<file path="config.mk">
export PLATFORM = sky130hd
export DESIGN_NAME = vending_machine_change
export DESIGN_NICKNAME = d
export VERILOG_FILES = /design/src/rtl/vending_machine_change.sv
export SDC_FILE = /design/constraint.sdc
export NUM_CORES = 1
export LEC_CHECK = 0
export BUFFER_PORTS_ARGS = -buffer_cell sky130_fd_sc_hd__buf_2
export CAP_MARGIN = 25
export CORE_ASPECT_RATIO = 0.6
export CORE_MARGIN = 3
export CORE_UTILIZATION = 45
export DETAILED_ROUTE_END_ITERATION = 7
export GPL_TIMING_DRIVEN = 0
export MAX_ROUTING_LAYER = met4
export PLACE_DENSITY = 0.71
export SLEW_MARGIN = 10
export SYNTH_ARGS = -nofsm -noshare
export SYNTH_HDL_FRONTEND = slang
export SYNTH_SLANG_ARGS = --single-unit
</file>
<file path="constraint.sdc">
create_clock -name clk -period 2.2 [get_ports clk]
set_input_delay 0.33 -clock clk [delete_from_list [all_inputs] [get_ports clk]]
set_output_delay 0.33 -clock clk [all_outputs]
set_load 0.01 [all_outputs]
</file>
<file path="src/rtl/vending_machine_change.sv">
// Coin-credit vending controller: N_ITEMS individually priced products, change paid out in CHG_UNIT coins.
// Coin->credit 2 edges, select->dispense 3 edges; change stalls indefinitely on chg_rdy, coins outside IDLE are rejected.

module vending_machine_change #(
   parameter int W        = 8,
   parameter int N_ITEMS  = 4,
   parameter int CHG_UNIT = 5,
   localparam int IW      = (N_ITEMS > 1) ? $clog2(N_ITEMS) : 1
) (
   input  logic                 clk,
   input  logic                 nrst,
   input  logic                 c,
   input  logic [W-1:0]         a,
   input  logic                 sel_v,
   input  logic [IW-1:0]        sel,
   input  logic                 cancel,
   input  logic [N_ITEMS*W-1:0] prices,
   input  logic                 chg_rdy,
   output logic                 d,
   output logic [IW-1:0]        d_item,
   output logic                 chg_v,
   output logic                 coin_rej,
   output logic                 short,
   output logic                 sel_err,
   output logic                 busy,
   output logic [W-1:0]         tot
);

   localparam logic [W-1:0] UNIT = W'(CHG_UNIT);

   typedef enum logic [2:0] {IDLE, ADD, CHECK, DISP, CHANGE} state_t;

   state_t        state, state_nxt;
   logic [W-1:0]  tot_nxt;
   logic [W-1:0]  coin_q, coin_nxt;
   logic [IW-1:0] sel_q, sel_nxt;
   logic [W-1:0]  price_q, price_nxt;
   logic [W-1:0]  sel_price;
   logic [W:0]    sum;
   logic [W-1:0]  diff;
   logic [W-1:0]  after_unit;
   logic          d_nxt, rej_nxt, short_nxt, sel_err_nxt;
   logic [IW-1:0] d_item_nxt;

   // Out-of-range indices match no entry and read as price 0, i.e. disabled.
   always_comb begin
      sel_price = '0;
      for (int i = 0; i < N_ITEMS; i++) begin
         if (sel_q == IW'(i)) sel_price = prices[i*W +: W];
      end
   end

   assign sum        = {1'b0, tot} + {1'b0, coin_q};
   assign diff       = tot - price_q;
   assign after_unit = tot - UNIT;

   always_ff @(posedge clk or negedge nrst) begin
      if (!nrst) state <= IDLE;
      else       state <= state_nxt;
   end

   always_comb begin
      state_nxt   = state;
      tot_nxt     = tot;
      coin_nxt    = coin_q;
      sel_nxt     = sel_q;
      price_nxt   = price_q;
      d_nxt       = 1'b0;
      d_item_nxt  = '0;
      rej_nxt     = 1'b0;
      short_nxt   = 1'b0;
      sel_err_nxt = 1'b0;
      case (state)
         IDLE: begin
            if (c) begin
               coin_nxt  = a;
               state_nxt = ADD;
            end else if (cancel) begin
               if (tot >= UNIT) state_nxt = CHANGE;
            end else if (sel_v) begin
               sel_nxt   = sel;
               state_nxt = CHECK;
            end
         end
         ADD: begin
            if (sum[W]) rej_nxt = 1'b1;
            else        tot_nxt = sum[W-1:0];
            state_nxt = IDLE;
         end
         CHECK: begin
            price_nxt = sel_price;
            if (sel_price == '0) begin
               sel_err_nxt = 1'b1;
               state_nxt   = IDLE;
            end else if (tot < sel_price) begin
               short_nxt = 1'b1;
               state_nxt = IDLE;
            end else begin
               state_nxt = DISP;
            end
         end
         DISP: begin
            d_nxt      = 1'b1;
            d_item_nxt = sel_q;
            tot_nxt    = diff;
            state_nxt  = (diff >= UNIT) ? CHANGE : IDLE;
         end
         CHANGE: begin
            if (tot >= UNIT) begin
               if (chg_rdy) begin
                  tot_nxt = after_unit;
                  if (after_unit < UNIT) state_nxt = IDLE;
               end
            end else begin
               state_nxt = IDLE;
            end
         end
         default: state_nxt = IDLE;
      endcase
      if (c && (state != IDLE)) rej_nxt = 1'b1;
   end

   always_ff @(posedge clk or negedge nrst) begin
      if (!nrst) begin
         tot      <= '0;
         coin_q   <= '0;
         sel_q    <= '0;
         price_q  <= '0;
         d        <= 1'b0;
         d_item   <= '0;
         coin_rej <= 1'b0;
         short    <= 1'b0;
         sel_err  <= 1'b0;
      end else begin
         tot      <= tot_nxt;
         coin_q   <= coin_nxt;
         sel_q    <= sel_nxt;
         price_q  <= price_nxt;
         d        <= d_nxt;
         d_item   <= d_item_nxt;
         coin_rej <= rej_nxt;
         short    <= short_nxt;
         sel_err  <= sel_err_nxt;
      end
   end

   assign chg_v = (state == CHANGE) && (tot >= UNIT);
   assign busy  = (state != IDLE);

endmodule

</file>
# Word level (Yosys, flattened, before mapping)
# Cells that the tools add are included.
[op_classes]
n_addsub = 3
order_cmp = 4
eq_ne = 14
muxes = 29
bitwise_logic = 2
reduce_logical = 11
[ops]
columns = ["operator", "count"]
rows = [
  ["$mux W8", 7],
  ["$mux W3", 8],
  ["$pmux W8 S3", 1],
  ["$ge A8 B3 Y1 const B", 2],
  ["$pmux W3 S4", 1],
  ["$reduce_and A4 Y1", 3],
  ["$add A8 B8 Y9", 1],
  ["$mux W1", 9],
  ["$logic_not A8 Y1", 1],
  ["$lt A8 B3 Y1 const B", 1],
  ["$lt A8 B8 Y1", 1],
  ["$ne A4 B4 Y1 const B", 2],
  ["$sub A8 B3 Y8 const B", 1],
  ["$sub A8 B8 Y8", 1],
  ["$eq A3 B2 Y1 const B", 2],
  ["$mux W2", 3],
  ["$ne A2 B2 Y1 const B", 3],
  ["$ne A3 B3 Y1 const B", 2],
  ["$reduce_bool A3 Y1", 2],
  ["$eq A2 B2 Y1 const B", 2],
  ["$eq A3 B1 Y1 const B", 1],
  ["$eq A3 B3 Y1 const B", 1],
  ["$logic_not A3 Y1", 1],
  ["$eq A2 B1 Y1 const B", 1],
  ["4 further kinds", 6],
]
[totals]
register_bits = 35
input_bits = 48
out_inout_bits = 16
elab_cells = 73

# Longest topological paths before layout
[depth]
ltp_word = 9
ltp_mapped = 11
depth_no_buf = 10

# Worst setup path before layout
# OpenSTA, ideal clock, no wires.
[synth_path]
path_kind = "register -> register"
startpoint = "register tot[0]"
endpoint = "register tot[0]"
setup_time_ns = 0.124
t_arrival_ns = 2.349
required_ns = 2.076
setup_slack_ns = -0.273
stages_incl_launch_ff = 11
n_path_buf = 0
period_less_slack_ns = 2.473
cell_sequence = "dfrtp_1 > ha_1 > inv_1 > fa_1 > nor2b_1 > o31ai_2 > a21oi_1 > o21ai_1 > o41ai_4 > a2111oi_0 > a211o_1"
[synth_between]
elab_chain_cells = 4
word_cells_on_any_way = 11
classes_between = "3 x add/sub; 1 x order compare; 2 x eq/ne; 4 x mux; 1 x reduce/logical"
[synth_rtl]
columns = ["item", "line_no", "source"]
rows = [
  ["start: declaration", "26", "output logic [W-1:0] tot"],
  ["start signal: assignment", "135", "tot <= tot_nxt;"],
  ["$sub A8 B3 Y8", "55", "assign after_unit = tot - UNIT;"],
  ["$mux W8", "110", "if (chg_rdy) begin"],
  ["$mux W8", "109", "if (tot >= UNIT) begin"],
  ["$pmux W8 S3", "73", "case (state)"],
]
# Several ways; a longest one is shown, not always the timed one. The select of a mux whose other input is x is not followed.
# A chain may end at the register's enable or synchronous reset.

# Final worst setup path
[layout_path]
startpoint = "register sel_q[0]"
endpoint = "register state[0]"
[layout_between]
elab_chain_cells = 9
word_cells_on_any_way = 13
classes_between = "1 x order compare; 3 x eq/ne; 7 x mux; 2 x reduce/logical"
[layout_rtl]
columns = ["item", "line_no", "source"]
rows = [
  ["start: declaration", "36", "logic [IW-1:0] sel_q, sel_nxt;"],
  ["start signal: assignment", "137", "sel_q <= sel_nxt;"],
  ["$logic_not A2 Y1", "49", "if (sel_q == IW'(i)) sel_price = prices[i*W +: W];"],
  ["$mux W8 (3 in series)", "49", ""],
  ["$mux W8 (*)", "49", ""],
  ["$lt A8 B8 Y1", "95", "end else if (tot < sel_price) begin"],
  ["$mux W2", "95", ""],
  ["$mux W2 (*)", "92", "if (sel_price == '0) begin"],
  ["$pmux W3 S4 (*)", "73", ""],
  ["end signal: assignment", "59", "else state <= state_nxt;"],
  ["end: declaration", "33", "state_t state, state_nxt;"],
]
# Mark *: on every way between the ends. The rest lies on a longest branch, timed or not.

==> impl_metrics.toml <==
[finish]
fin_nets = 478
antennaDiodeCount = 0
nFillCells = 496
drive_gt1_share_pct = 40.84
instances_no_fill = 484
syn2layout_area_growth_pct = 33.17
final_cell_area_mm2 = 0.003777

[timing]
hold_viol_final = 0
worstMarginPinSlew_ns = 0.8378
slew_viol_final = 0
setup_slack_ns = -0.2037
rsz0062_at_grt = "yes"
slew_headroom_pct = 44.15
fmax_mhz = 416.0
fin_crit_sh_pct = 109.3
setup_viol = 11
skew_ns = 0.005514
period_needed_ns = 2.404

[setup_path]
r2r_start = "sel_q[0]$_DFFE_PN0P_"
r2r-end = "state[0]$_DFFE_PN0P_"
cp-start-kind = "flip-flop"
worstPathRequired_ns = 2.38
crit_chain = "buf_8 > mux4_2 > inv_2 > ha_1 > a21boi_1 > o211ai_1 > a21oi_2 > a211o_1 > nor2b_4 > or2_1"
rrSetupSlack_ns = -0.20
critPathSlowestCell = "mux4_2"
path_max_fanout = 7
reg2reg_depth = 10
crit_path_end_kind = "flip-flop"
path_class = "flip-flop to flip-flop"
worstPathArrival_ns = 2.59
worst_path_largest_cell_delay_ns = 0.54

[synth]
ys_top_cells_by_area = "dfrtp_1 (31%), ha_1 (11%), mux4_2 (5.6%)"
netlist.area_leader.share_pct = 30.88
syn-num-nets = 384
syn_area_mm2 = 0.002836
seq_area_frac_synth_pct = 30.88
synthFlopType = "dfrtp_1"
syn_inst = 309
async_flop_share_pct = 100.0
ys_ff_latch = 35
avgSynthCellArea_um2 = 9.180
yosys-top-cells-count = "dfrtp_1 (35), o21ai_0 (30), nor2_1 (27), ha_1 (25), inv_1 (24)"
yosysTopAreaCell = "dfrtp_1"
synth_edf_count = 0
ys_types = 61
ys_warn_count = 0
yosysMostFrequentCell = "dfrtp_1"

[min_path]
hold_class = "primary input to asynchronous set/reset pin"

[job]
cap_violations = 0

[global_route]
track_usage_pct = 24.44
grt_pass1_wl_um = 13210
gr-total-overflow = 0
antenna_found_initial = 0
grt_max_degree = 36
grt_pass1_vias = 2580

[route]
wl_met2_um = 3671
top_layer_used = "met4"
met1Wirelength_um = 4193
drt_iter0_drc = 212
dr_wl_met3_um = 588
drt_first_pass_iters = 4
routedWlPerCell_um = 17.63
vias = 2809
drc_errors = 0
antenna_left = 0
routed_via_density = 5.804
drt_wl_total_um = 8532

[floorplan]
die_h_um = 67.50
die_x_um = 108.5
rows = 21
start_util_pct = 48.63
die-area_mm2 = 0.007323
placeableCoreArea_mm2 = 0.005833
ioPinCount = 64

[clocking]
root_buffer = "clkbuf_8"
clkTransAtPathRegs_ns = 0.08
holdBufCountCts = 0
cts_sinks = 35
cts_buffer_depth = 2
numCtsBuffers = 5
h-tree-depth = 2
cts_tree = "yes"
clk_latency_ns = 0.29

[placement]
post-place-cells = 452
gp_congestion = 0.9315
io_buffers = 63
placed_area_mm2 = 0.003283
hpwl_um = 6098

[power]
p_total_mw = 6.732
power.leakage_nw = 1.757
vdd_drop_max_mv = 0.8182
cellPowerDensity_mw_per_mm2 = 1782

[run_status]
failed_checks = "negative setup slack"
outcome = "finished, violations left"
-- critical path, delay by kind of cell (launching register included) --
kind	cells	cell delay [ns]
multiplexers	1	0.54
AND/OR/NAND/NOR	2	0.32
buffers and inverters	2	0.19
flip-flops	1	0.36
adder cells (fa/ha/maj)	1	0.21
AO/OA/AOI/OAI	4	0.65
-- routing by layer --
layer	up-vias	global-route usage (%)
li1	1319	-
met3	9	4.011
met1	1382	37.07
met2	99	34.69
met5	-	-
met4	0	3.780
-- worst max-delay path by stage --
| stage | from | end | depth (start not counted) |
|---|---|---|---|
| final | sel_q[0]$_DFFE_PN0P_ | state[0]$_DFFE_PN0P_ | 10 |
| after global routing | sel_q[0]$_DFFE_PN0P_ | state[0]$_DFFE_PN0P_ | 10 |
| after CTS | sel_q[0]$_DFFE_PN0P_ | state[0]$_DFFE_PN0P_ | 10 |
| after detailed placement | tot[0]$_DFFE_PN0P_ | tot[0]$_DFFE_PN0P_ | 10 |
| after global placement | tot[0]$_DFFE_PN0P_ | tot[5]$_DFFE_PN0P_ | 11 |
| after floorplan | tot[0]$_DFFE_PN0P_ | tot[0]$_DFFE_PN0P_ | 10 |
-- placed cells by master, fill, tap and decap left out, types with 9 or more instances in the layout --
master	n
o21ai_1	9
ha_1	20
a21oi_1	11
nand2_1	22
buf_4	17
dfrtp_1	29
buf_2	66
mux2_2	11
o21ai_0	20
inv_1	20
nor2_1	26
-- final cells by class --
type / count / area (um^2) / area share (%)
Buffer: 9 / 61.31 / 1.623
Clock inverter: 1 / 5.005 / 0.1325
Multi-Input combinational cell: 241 / 2002 / 53.00
Timing Repair Buffer: 87 / 544.3 / 14.41
Inverter: 24 / 95.09 / 2.517
Sequential cell: 35 / 883.3 / 23.39
Tap cell: 80 / 100.1 / 2.650
Clock buffer: 7 / 86.33 / 2.286
-- logic make-up (layout without fill, tap and decap cells) --
logic type | after synthesis | in the layout | share of synthesized area (%)
adder cells (fa/ha/maj) | 27 | 27 | 12.44
buffers and inverters | 33 | 128 | 4.940
flip-flops | 35 | 35 | 30.88
multiplexers | 20 | 20 | 11.20
XOR/XNOR | 8 | 8 | 2.470
AO/OA/AOI/OAI | 87 | 87 | 19.89
AND/OR/NAND/NOR | 99 | 99 | 18.17
-- power breakdown --
part	switching (mW)	total (mW)	internal [mW]
sequential	0.285	1.22	0.937
combinational	2.61	5.00	2.39
clock	0.253	0.507	0.253
-- registers in the layout, indices dropped and copies added, names as in the netlist --
| signal | count |
|---|---|
| tot | 8 |
| coin_rej | 1 |
| d_item | 2 |
| price_q | 8 |
| sel_err | 1 |
| state | 3 |
| d | 1 |
| short | 1 |
| coin_q | 8 |
| sel_q | 2 |
-- what timing repair did --
action                                  4_1_cts  5_1_grt
endpoints found under the setup margin       13       13
buffers inserted                             13       10
gates resized for setup                      28       22
gates cloned                                  0        1
pin swaps                                    18        8
-- metrics by stage --
step                utilization (%)  hold WS, ns  worst slack [ns]  TNS [ns]
floorplan                         -      0.03441           -0.1765    -1.265
detailed placement            56.28       0.4751           -0.5189    -4.913
finish                        64.76       0.1349           -0.2037    -1.682
global route                  64.76       0.1882           -0.2823    -2.676
CTS                           61.35       0.1602           -0.2325    -1.046
global placement              56.28       0.4685           -0.4815    -4.444
No activity file was read; power rests on OpenSTA's default activity.
